### config.mk
export PLATFORM = sky130hd
export DESIGN_NAME = ifetch_unit_flat
export DESIGN_NICKNAME = d
export VERILOG_FILES = /design/src/rtl/ifetch_unit_if.sv /design/src/rtl/ifetch_unit.sv /design/src/flat_wrapper.sv
export SDC_FILE = /design/constraint.sdc
export NUM_CORES = 1
export LEC_CHECK = 0
export ABC_AREA = 1
export CAP_MARGIN = 20
export CORE_ASPECT_RATIO = 1.25
export CORE_MARGIN = 2
export CORE_UTILIZATION = 47
export CTS_CLUSTER_SIZE = 25
export DETAILED_ROUTE_END_ITERATION = 16
export PLACE_DENSITY = 0.79
export SLEW_MARGIN = 20
export SYNTH_ARGS = -nofsm -noshare
export SYNTH_HDL_FRONTEND = slang
export SYNTH_SLANG_ARGS = --single-unit
### constraint.sdc
create_clock -name clk -period 6.45 [get_ports clk]
set_clock_uncertainty 0.1 [all_clocks]
set_input_delay 1.29 -clock clk [delete_from_list [all_inputs] [get_ports clk]]
set_output_delay 1.29 -clock clk [all_outputs]
set_load 0.01 [all_outputs]
### src/rtl/ifetch_unit_if.sv
// Instruction-fetch bus bundle: instruction-memory read port, IR hand-off to decode,
// control/ALU feedback used for next-PC selection, and the optional perf counters.
interface ifetch_if #(
   parameter int PERF_CNT_W = 32
) ();
   // instr_valid/instr_ready: an instruction moves downstream on every clock edge where both
   // are high; valid never drops and instr/pc never change until that edge. imem_req is a
   // one-cycle pulse, and imem_rvalid qualifies imem_rdata only while a read is outstanding.
   logic                  imem_req;
   logic [31:0]           imem_addr;
   logic                  imem_rvalid;
   logic [31:0]           imem_rdata;
   logic [31:0]           instr;
   logic [5:0]            opcode;
   logic                  instr_valid;
   logic                  instr_ready;
   logic [31:0]           pc;
   logic [31:0]           pc_plus4;
   logic                  is_beq;
   logic                  jmp;
   logic                  alu_zero;
   logic [PERF_CNT_W-1:0] fetch_cnt;
   logic [PERF_CNT_W-1:0] stall_cnt;

   modport master (
      output imem_req, imem_addr, instr, opcode, instr_valid, pc, pc_plus4,
             fetch_cnt, stall_cnt,
      input  imem_rvalid, imem_rdata, instr_ready, is_beq, jmp, alu_zero
   );

   modport slave (
      input  imem_req, imem_addr, instr, opcode, instr_valid, pc, pc_plus4,
             fetch_cnt, stall_cnt,
      output imem_rvalid, imem_rdata, instr_ready, is_beq, jmp, alu_zero
   );
endinterface

### src/rtl/ifetch_unit.sv
// Instruction fetch stage: owns the PC, fetches one word at a time into the IR and hands it
// to decode. Define IFETCH_PERF_EN to build the saturating fetch/stall counters.
module ifetch_unit #(
   parameter logic [31:0] RESET_PC   = 32'h0000_0000,
   parameter int          PERF_CNT_W = 32
) (
   input  logic        clk,
   input  logic        reset,
   ifetch_if.master    bus,
   output logic [1:0]  state_o
);

   typedef enum logic [1:0] {
      S_IDLE  = 2'd0,
      S_REQ   = 2'd1,
      S_WAIT  = 2'd2,
      S_VALID = 2'd3
   } state_t;

   state_t      state_q;
   logic [31:0] pc_q;
   logic [31:0] pc_d;
   logic [31:0] ir_q;
   logic        req_q;
   logic        valid_q;
   logic [31:0] pc_plus4;
   logic [31:0] br_off;
   logic        accept;

   assign accept = valid_q & bus.instr_ready;

   // Control inputs only describe the IR while it is being accepted; pc_d is consumed then.
   always_comb begin
      pc_plus4 = pc_q + 32'd4;
      br_off   = {{14{ir_q[15]}}, ir_q[15:0], 2'b00};
      if (bus.jmp) begin
         pc_d = {pc_plus4[31:28], ir_q[25:0], 2'b00};
      end else if (bus.is_beq && bus.alu_zero) begin
         pc_d = pc_plus4 + br_off;
      end else begin
         pc_d = pc_plus4;
      end
   end

   always_ff @(posedge clk) begin
      if (reset) begin
         state_q <= S_IDLE;
         pc_q    <= RESET_PC;
         ir_q    <= '0;
         req_q   <= 1'b0;
         valid_q <= 1'b0;
      end else begin
         case (state_q)
            S_IDLE: begin
               state_q <= S_REQ;
               req_q   <= 1'b1;
            end
            S_REQ: begin
               state_q <= S_WAIT;
               req_q   <= 1'b0;
            end
            S_WAIT: begin
               if (bus.imem_rvalid) begin
                  ir_q    <= bus.imem_rdata;
                  state_q <= S_VALID;
                  valid_q <= 1'b1;
               end
            end
            S_VALID: begin
               if (bus.instr_ready) begin
                  pc_q    <= pc_d;
                  state_q <= S_REQ;
                  valid_q <= 1'b0;
                  req_q   <= 1'b1;
               end
            end
            default: begin
               state_q <= S_IDLE;
               req_q   <= 1'b0;
               valid_q <= 1'b0;
            end
         endcase
      end
   end

   assign bus.imem_req    = req_q;
   assign bus.imem_addr   = pc_q;
   assign bus.instr       = ir_q;
   assign bus.opcode      = ir_q[31:26];
   assign bus.instr_valid = valid_q;
   assign bus.pc          = pc_q;
   assign bus.pc_plus4    = pc_plus4;
   assign state_o         = state_q;

`ifdef IFETCH_PERF_EN
   logic [PERF_CNT_W-1:0] fetch_cnt_q;
   logic [PERF_CNT_W-1:0] stall_cnt_q;

   always_ff @(posedge clk) begin
      if (reset) begin
         fetch_cnt_q <= '0;
         stall_cnt_q <= '0;
      end else begin
         if (accept && (fetch_cnt_q != '1)) begin
            fetch_cnt_q <= fetch_cnt_q + 1'b1;
         end
         if (valid_q && !bus.instr_ready && (stall_cnt_q != '1)) begin
            stall_cnt_q <= stall_cnt_q + 1'b1;
         end
      end
   end

   assign bus.fetch_cnt = fetch_cnt_q;
   assign bus.stall_cnt = stall_cnt_q;
`else
   logic unused_accept;
   assign unused_accept = accept;
   assign bus.fetch_cnt = '0;
   assign bus.stall_cnt = '0;
`endif

endmodule

### src/flat_wrapper.sv
// flat-port wrapper written by rule: the top's interface ports become plain ports
module ifetch_unit_flat 
#(
   parameter logic [31:0] RESET_PC   = 32'h0000_0000,
   parameter int          PERF_CNT_W = 32
)
  (clk, reset, state_o, bus_imem_req, bus_imem_addr, bus_instr, bus_opcode, bus_instr_valid, bus_pc, bus_pc_plus4, bus_fetch_cnt, bus_stall_cnt, bus_imem_rvalid, bus_imem_rdata, bus_instr_ready, bus_is_beq, bus_jmp, bus_alu_zero);
  ifetch_if #(.PERF_CNT_W(PERF_CNT_W)) bus_i ();
  input  logic clk;
  input  logic reset;
  output logic [1:0] state_o;
  output wire logic [$bits(bus_i.imem_req)-1:0] bus_imem_req;
  output wire logic [$bits(bus_i.imem_addr)-1:0] bus_imem_addr;
  output wire logic [$bits(bus_i.instr)-1:0] bus_instr;
  output wire logic [$bits(bus_i.opcode)-1:0] bus_opcode;
  output wire logic [$bits(bus_i.instr_valid)-1:0] bus_instr_valid;
  output wire logic [$bits(bus_i.pc)-1:0] bus_pc;
  output wire logic [$bits(bus_i.pc_plus4)-1:0] bus_pc_plus4;
  output wire logic [$bits(bus_i.fetch_cnt)-1:0] bus_fetch_cnt;
  output wire logic [$bits(bus_i.stall_cnt)-1:0] bus_stall_cnt;
  input wire logic [$bits(bus_i.imem_rvalid)-1:0] bus_imem_rvalid;
  input wire logic [$bits(bus_i.imem_rdata)-1:0] bus_imem_rdata;
  input wire logic [$bits(bus_i.instr_ready)-1:0] bus_instr_ready;
  input wire logic [$bits(bus_i.is_beq)-1:0] bus_is_beq;
  input wire logic [$bits(bus_i.jmp)-1:0] bus_jmp;
  input wire logic [$bits(bus_i.alu_zero)-1:0] bus_alu_zero;
  assign bus_imem_req = bus_i.imem_req;
  assign bus_imem_addr = bus_i.imem_addr;
  assign bus_instr = bus_i.instr;
  assign bus_opcode = bus_i.opcode;
  assign bus_instr_valid = bus_i.instr_valid;
  assign bus_pc = bus_i.pc;
  assign bus_pc_plus4 = bus_i.pc_plus4;
  assign bus_fetch_cnt = bus_i.fetch_cnt;
  assign bus_stall_cnt = bus_i.stall_cnt;
  assign bus_i.imem_rvalid = bus_imem_rvalid;
  assign bus_i.imem_rdata = bus_imem_rdata;
  assign bus_i.instr_ready = bus_instr_ready;
  assign bus_i.is_beq = bus_is_beq;
  assign bus_i.jmp = bus_jmp;
  assign bus_i.alu_zero = bus_alu_zero;
  ifetch_unit #(.RESET_PC(RESET_PC), .PERF_CNT_W(PERF_CNT_W)) u_core (.clk(clk), .reset(reset), .bus(bus_i), .state_o(state_o));
endmodule
### Word-level counts from Yosys, hierarchy flattened

Index checks and enable logic that the tools add are counted.
W data, S select, Z words.

| storage, ports and cells | value |
|---|---|
| register bits after elaboration | 68 |
| word-level logic and storage cells | 31 |
| input port bits | 39 |
| output and inout port bits | 202 |

| cells by class | value |
|---|---|
| muxes and demuxes | 10 |
| add/subtract/negate cells | 2 |
| equal/unequal tests | 5 |
| reductions and logical operators | 9 |

Operators by type and width:

| operator | number |
|---|---|
| $mux W32 | 2 |
| $add A32 B3 Y32 const B | 1 |
| $add A32 B32 Y32 | 1 |
| $pmux W2 S4 | 1 |
| $reduce_and A2 Y1 | 4 |
| $eq A2 B2 Y1 const B | 2 |
| $mux W2 | 2 |
| $ne A2 B2 Y1 const B | 2 |
| $mux W1 | 3 |
| $pmux W1 S3 | 1 |
| $reduce_and A3 Y1 | 1 |
| $reduce_bool A3 Y1 | 1 |
| $eq A2 B1 Y1 const B | 1 |
| $logic_not A2 Y1 | 1 |
| $pmux W1 S2 | 1 |
| $reduce_bool A2 Y1 | 1 |
| $logic_and A1 B1 Y1 | 1 |

### Depth between registers and ports, before layout

| logic depth | value |
|---|---|
| depth after elaboration | 4 |
| gate-level depth with buffers | 25 |
| depth with buffers taken out | 25 |

### Worst setup path after synthesis

Ideal clock, no wire load.

| timing | value |
|---|---|
| kind | flip-flop to flip-flop |
| start point | register u_core.pc_q[2], in the netlist u_core.bus.imem_addr[2] |
| end point | register u_core.pc_q[30], in the netlist u_core.bus.imem_addr[30] |
| path buffers | 0 |
| clock period less this slack | 2.963 ns |
| stages on the path, launching flop included | 18 |
| data required time | 6.218 ns |
| setup time | 0.132 ns |
| data arrival time | 2.731 ns |
| slack | 3.487 ns |
| cell sequence | dfxtp_1 -> ha_1 -> nand3_1 -> nor2_1 -> nand2_1 -> nor2_2 -> xor2_1 -> ha_1 -> nand2_1 -> inv_1 -> a21oi_1 -> o21bai_1 -> a21oi_1 -> nand2_1 -> nand2_1 -> nand3_1 -> nand2_1 -> a21oi_1 |

| on the way | value |
|---|---|
| cells in the longest elaborated chain, start to end | 4 |

RTL lines:

| what | line | RTL |
|---|---|---|
| from (decl) | ifetch_unit.sv:21 | `logic [31:0] pc_q;` |
| from (signal assigned) | ifetch_unit.sv:71 | `pc_q <= pc_d;` |
| $add A32 B3 Y32 | ifetch_unit.sv:34 | `pc_plus4 = pc_q + 32'd4;` |
| named net bus_pc_plus4[16] | flat_wrapper.sv:18 | `output wire logic [$bits(bus_i.pc_plus4)-1:0] bus_pc_plus4;` |
| $add A32 B32 Y32 | ifetch_unit.sv:39 | `pc_d = pc_plus4 + br_off;` |
| $mux W32 | ifetch_unit.sv:38 | `end else if (bus.is_beq && bus.alu_zero) begin` |
| $mux W32 | ifetch_unit.sv:36 | `if (bus.jmp) begin` |

The timed path passes the listed nets, and every way through them passes these cells.
A chain may end at the register's enable or synchronous reset.

### Final worst setup path

| timing | value |
|---|---|
| start point | register u_core.pc_q[2], in the netlist u_core.bus.imem_addr[2] |
| end point | output bus_pc_plus4[16] |

| on the way | value |
|---|---|
| cells in the longest elaborated chain, start to end | 1 |

RTL lines:

| what | line |
|---|---|
| $add A32 B3 Y32 | ifetch_unit.sv:34 |
| to (decl) | flat_wrapper.sv:18 |

No other way between the ends.

==> impl_metrics.prom <==
# TYPE chip_impl_metric gauge
chip_impl_info{name="run_status",value="finished clean"} 1
chip_impl_metric{name="ctsHtreeMaxLevel",unit=""} 3
chip_impl_metric{name="netlist_area",unit="um^2"} 6800
chip_impl_metric{name="drc",unit=""} 0
chip_impl_metric{name="cts_hold_repair.buffers",unit=""} 0
chip_impl_metric{name="vdd_ir_drop_max",unit="mV"} 0.216
chip_impl_metric{name="wl",unit="um"} 20900
chip_impl_metric{name="maxSlewViolCount",unit=""} 0
chip_impl_metric{name="routability_congestion",unit=""} 0.939
chip_impl_metric{name="switchingPower",unit="W"} 0.000568
chip_impl_metric{name="post-route-cell-area",unit="um^2"} 8380
chip_impl_metric{name="final_net_count",unit=""} 1374
chip_impl_metric{name="timing.critical_path.slowest_cell_delay",unit="ps"} 620
chip_impl_metric{name="netlist_instances",unit=""} 1174
chip_impl_info{name="ctsRootBufferMaster",value="sky130_fd_sc_hd__clkbuf_16"} 1
chip_impl_metric{name="die_height",unit="um"} 138
chip_impl_metric{name="postPlaceCellArea",unit="um^2"} 8110
chip_impl_metric{name="floorplan.die_area",unit="um^2"} 15500
chip_impl_metric{name="share_clk_of_total_power",unit="%"} 28.5
chip_impl_metric{name="post-dp-hpwl",unit="um"} 16600
chip_impl_metric{name="slew_headroom",unit="%"} 24.5
chip_impl_metric{name="proportion_of_synthesized_flip_flops_having_asynchronous_set_or_reset",unit="%"} 0
chip_impl_info{name="crit_type",value="flop to primary output"} 1
chip_impl_metric{name="drt_pass1_iterations",unit=""} 7
chip_impl_metric{name="setup_total_negative_slack",unit="ps"} 0
chip_impl_metric{name="die_width",unit="um"} 112
chip_impl_metric{name="row_count",unit=""} 49
chip_impl_info{name="tritoncts_clock_tree",value="yes"} 1
chip_impl_metric{name="leakage",unit="nW"} 3.90
chip_impl_info{name="crit_path_top_delay_cell",value="sky130_fd_sc_hd__clkdlybuf4s50_1"} 1
chip_impl_metric{name="grt_overflow_total",unit=""} 0
chip_impl_metric{name="final.period_utilization",unit="%"} 64.9
chip_impl_metric{name="critPathRequiredTime",unit="ps"} 5060
chip_impl_metric{name="top_level_ports",unit=""} 241
chip_impl_metric{name="cts.sinks",unit=""} 66
chip_impl_metric{name="grtUsageTotal",unit="%"} 26.5
chip_impl_metric{name="numCtsBuffers",unit=""} 9
chip_impl_metric{name="max_freq",unit="GHz"} 0.239
chip_impl_metric{name="netSwitchingFraction",unit="%"} 36.3
chip_impl_metric{name="timing.final.hold_violations",unit=""} 0
chip_impl_metric{name="yosysTopAreaCellShare",unit="%"} 19.4
chip_impl_metric{name="cts.clk_slew.worst_paths",unit="ps"} 60
chip_impl_metric{name="timing.critical_path.fanout_max",unit=""} 6
chip_impl_info{name="setup.worst_path.start_class",value="flop"} 1
chip_impl_metric{name="drv_cap",unit=""} 0
chip_impl_metric{name="yosys_warnings",unit=""} 0
chip_impl_metric{name="final_core_util",unit="%"} 58.7
chip_impl_metric{name="via_count",unit=""} 7333
chip_impl_metric{name="setup_violations_final",unit=""} 0
chip_impl_info{name="postSynth.topFlopCell",value="sky130_fd_sc_hd__dfxtp_1"} 1
chip_impl_metric{name="p_int",unit="W"} 0.000999
chip_impl_info{name="cp-end-kind",value="primary output"} 1
chip_impl_info{name="worstPathCellList",value="ha_1, nand3_1, nor2_1, nand2_1, nor2_2, xor2_1, clkdlybuf4s50_1"} 1
chip_impl_metric{name="n_antenna_cell",unit=""} 0
chip_impl_metric{name="antenna_violations_before_repair",unit=""} 0
chip_impl_metric{name="cts.path.max_buffers",unit=""} 2
chip_impl_metric{name="final_period_minus_worst_setup_slack",unit="ps"} 4180
chip_impl_metric{name="initial_core_util",unit="%"} 47.6
chip_impl_info{name="critical-path-top-delay-family",value="simple AND/OR/NAND/NOR gates"} 1
chip_impl_metric{name="area_growth_syn_to_layout",unit="%"} 23.2
chip_impl_metric{name="worst_hold_slack",unit="ps"} 382
chip_impl_metric{name="place_ws",unit="ps"} 2260
chip_impl_metric{name="first_global_vias",unit=""} 6858
chip_impl_metric{name="arrival_time_at_the_worst_endpoint",unit="ps"} 2790
chip_impl_metric{name="sequentialPowerShare",unit="%"} 33.8
chip_impl_info{name="rsz0062_at_grt",value="false"} 1
chip_impl_metric{name="first_pass_grt_wire_length",unit="um"} 33400
chip_impl_info{name="synth_commonest_cells",value="346 x sky130_fd_sc_hd__nand2_1, 151 x sky130_fd_sc_hd__inv_1, 142 x sky130_fd_sc_hd__nor2_1"} 1
chip_impl_metric{name="detail-route-antenna-nets",unit=""} 0
chip_impl_metric{name="worst-path-buf-inv",unit=""} 1
chip_impl_info{name="synth.area.top_cells",value="sky130_fd_sc_hd__dfxtp_1 19%, sky130_fd_sc_hd__nand2_1 19%, sky130_fd_sc_hd__buf_4 12%"} 1
chip_impl_metric{name="worst_skew_pair_later_pin_latency",unit="ps"} 340
chip_impl_metric{name="power_density",unit="nW/um^2"} 187
chip_impl_metric{name="synthesis.area_per_instance",unit="um^2"} 5.79
chip_impl_metric{name="netlist-cell-type-count",unit=""} 38
chip_impl_info{name="yosysTopAreaCell",value="sky130_fd_sc_hd__dfxtp_1"} 1
chip_impl_metric{name="via_per_inst",unit=""} 4.97
chip_impl_metric{name="combinationalPowerShare",unit="%"} 37.6
chip_impl_metric{name="portBuffers",unit=""} 170
chip_impl_metric{name="timing_worst_slew_pin_value",unit="ps"} 1130
chip_impl_metric{name="seq_area_frac_synth",unit="%"} 19.4
chip_impl_metric{name="detailedRoute.firstIterationViolations",unit=""} 453
chip_impl_metric{name="synth-edff-count",unit=""} 0
chip_impl_metric{name="wl_per_cell",unit="um"} 14.2
chip_impl_metric{name="ys_ff_latch",unit=""} 66
chip_impl_metric{name="post-cts-setup-buffers",unit=""} 0
chip_impl_info{name="holdCritPathClass",value="flop to flop"} 1
chip_impl_metric{name="final.setup.worst_slack",unit="ps"} 2270
chip_impl_metric{name="largest_net_degree_at_the_start_of_global_routing",unit=""} 53
chip_impl_info{name="synth_most_common_cell",value="sky130_fd_sc_hd__nand2_1"} 1
chip_impl_metric{name="post_cts.resized_instances",unit=""} 0
chip_impl_metric{name="core_footprint",unit="um^2"} 14300
chip_impl_metric{name="drive_above_1_share",unit="%"} 4.01
[power by group through the flow]
stage                     Combinational [W]  Clock [W]  Sequential, W
after CTS                          0.000588   0.000455       0.000530
final                              0.000590   0.000447       0.000531
after global placement             0.000576          0       0.000538
after floorplan                    0.000355          0       0.000550
after global routing               0.000650   0.000469       0.000539
after detailed placement           0.000585          0       0.000538
[layout by cell type, fill, tap and decap left out, types with 2 or more instances in the layout]
master,synthesis,layout
sky130_fd_sc_hd__clkinv_1,3,4
sky130_fd_sc_hd__xnor2_1,2,2
sky130_fd_sc_hd__xor2_1,14,14
sky130_fd_sc_hd__nand4_1,10,10
sky130_fd_sc_hd__or2_2,7,7
sky130_fd_sc_hd__clkdlybuf4s50_1,0,170
sky130_fd_sc_hd__nor3_1,6,6
sky130_fd_sc_hd__nor2_2,8,8
sky130_fd_sc_hd__nor2_4,2,2
sky130_fd_sc_hd__nor3_2,3,3
sky130_fd_sc_hd__nand3_1,79,79
sky130_fd_sc_hd__inv_1,151,150
sky130_fd_sc_hd__o21ai_0,47,47
sky130_fd_sc_hd__nand2_2,5,6
sky130_fd_sc_hd__nand2_1,346,345
sky130_fd_sc_hd__ha_1,40,40
sky130_fd_sc_hd__o21bai_1,5,5
sky130_fd_sc_hd__inv_2,4,4
sky130_fd_sc_hd__and2_1,7,7
sky130_fd_sc_hd__a21oi_1,76,76
sky130_fd_sc_hd__buf_4,106,3
sky130_fd_sc_hd__nand3b_1,2,2
sky130_fd_sc_hd__clkinv_2,0,3
sky130_fd_sc_hd__nor2_1,142,142
sky130_fd_sc_hd__dfxtp_1,66,66
sky130_fd_sc_hd__conb_1,1,70
sky130_fd_sc_hd__clkbuf_16,0,9
sky130_fd_sc_hd__o211ai_1,5,5
[tightest hold or removal path: stages (launching register included)]
cell and delay, ps:
sky130_fd_sc_hd__dfxtp_1 310, sky130_fd_sc_hd__inv_1 60, sky130_fd_sc_hd__a21oi_1 60
[area by class of cell]
| cell class | count | area (um^2) |
|---|---|---|
| Multi-Input combinational cell | 886 | 4250 |
| Clock inverter | 5 | 31.3 |
| Inverter | 158 | 593 |
| Fill cell | 1397 | 5900 |
| Sequential cell | 66 | 1320 |
| Timing Repair Buffer | 173 | 1720 |
| Tap cell | 178 | 223 |
| Clock buffer | 10 | 239 |
[final timing paths]
check                              to                    start  slack, ps  cells after the start
max                  bus_pc_plus4[16]  u_core.bus.imem_addr[2]       2270                      7
min reg2reg      u_core.bus.instr[24]     u_core.bus.instr[24]        380                      2
min              u_core.bus.instr[24]     u_core.bus.instr[24]        380                      2
max reg2reg  u_core.bus.imem_addr[30]  u_core.bus.imem_addr[2]       2720                     17
[kinds of logic (layout without fill, tap and decap cells)]
kind of cell / after synthesis / count (layout) / synth area share (%)
other cells: 1 / 70 / 0.0551
xor+xnor: 17 / 17 / 2.30
simple gates: 618 / 618 / 37.7
compound gates: 140 / 140 / 10.9
buf+inv: 291 / 346 / 21.9
flops: 66 / 66 / 19.4
fa+ha+maj: 41 / 41 / 7.65
[metrics by stage]
| stage | power (W) | cells |
|---|---|---|
| 2_1_floorplan | 0.000905 | 1243 |
| 3_3_place_gp | 0.00111 | 1461 |
| 3_5_place_dp | 0.00112 | 1461 |
| 4_1_cts | 0.00157 | 1476 |
| 5_1_grt | 0.00166 | 1476 |
| 6_report | 0.00157 | 1476 |
[state kept, by name (all words and copies together) (netlist names)]
signal and cells:
u_core.bus.imem_addr 30, u_core.bus.instr 32, u_core.state_o 2, u_core.bus.imem_req 1
u_core.bus.instr_valid 1
[routing by layer]
layer	track usage [%]	vias to the layer above	share of wire, %
met3	4.38	39	6.6
met4	10.2	0	3.0
met1	31.1	3272	40
li1	-	3744	-
met2	47.8	278	51
met5	0	-	0
Power figures use the tool's default switching activity.
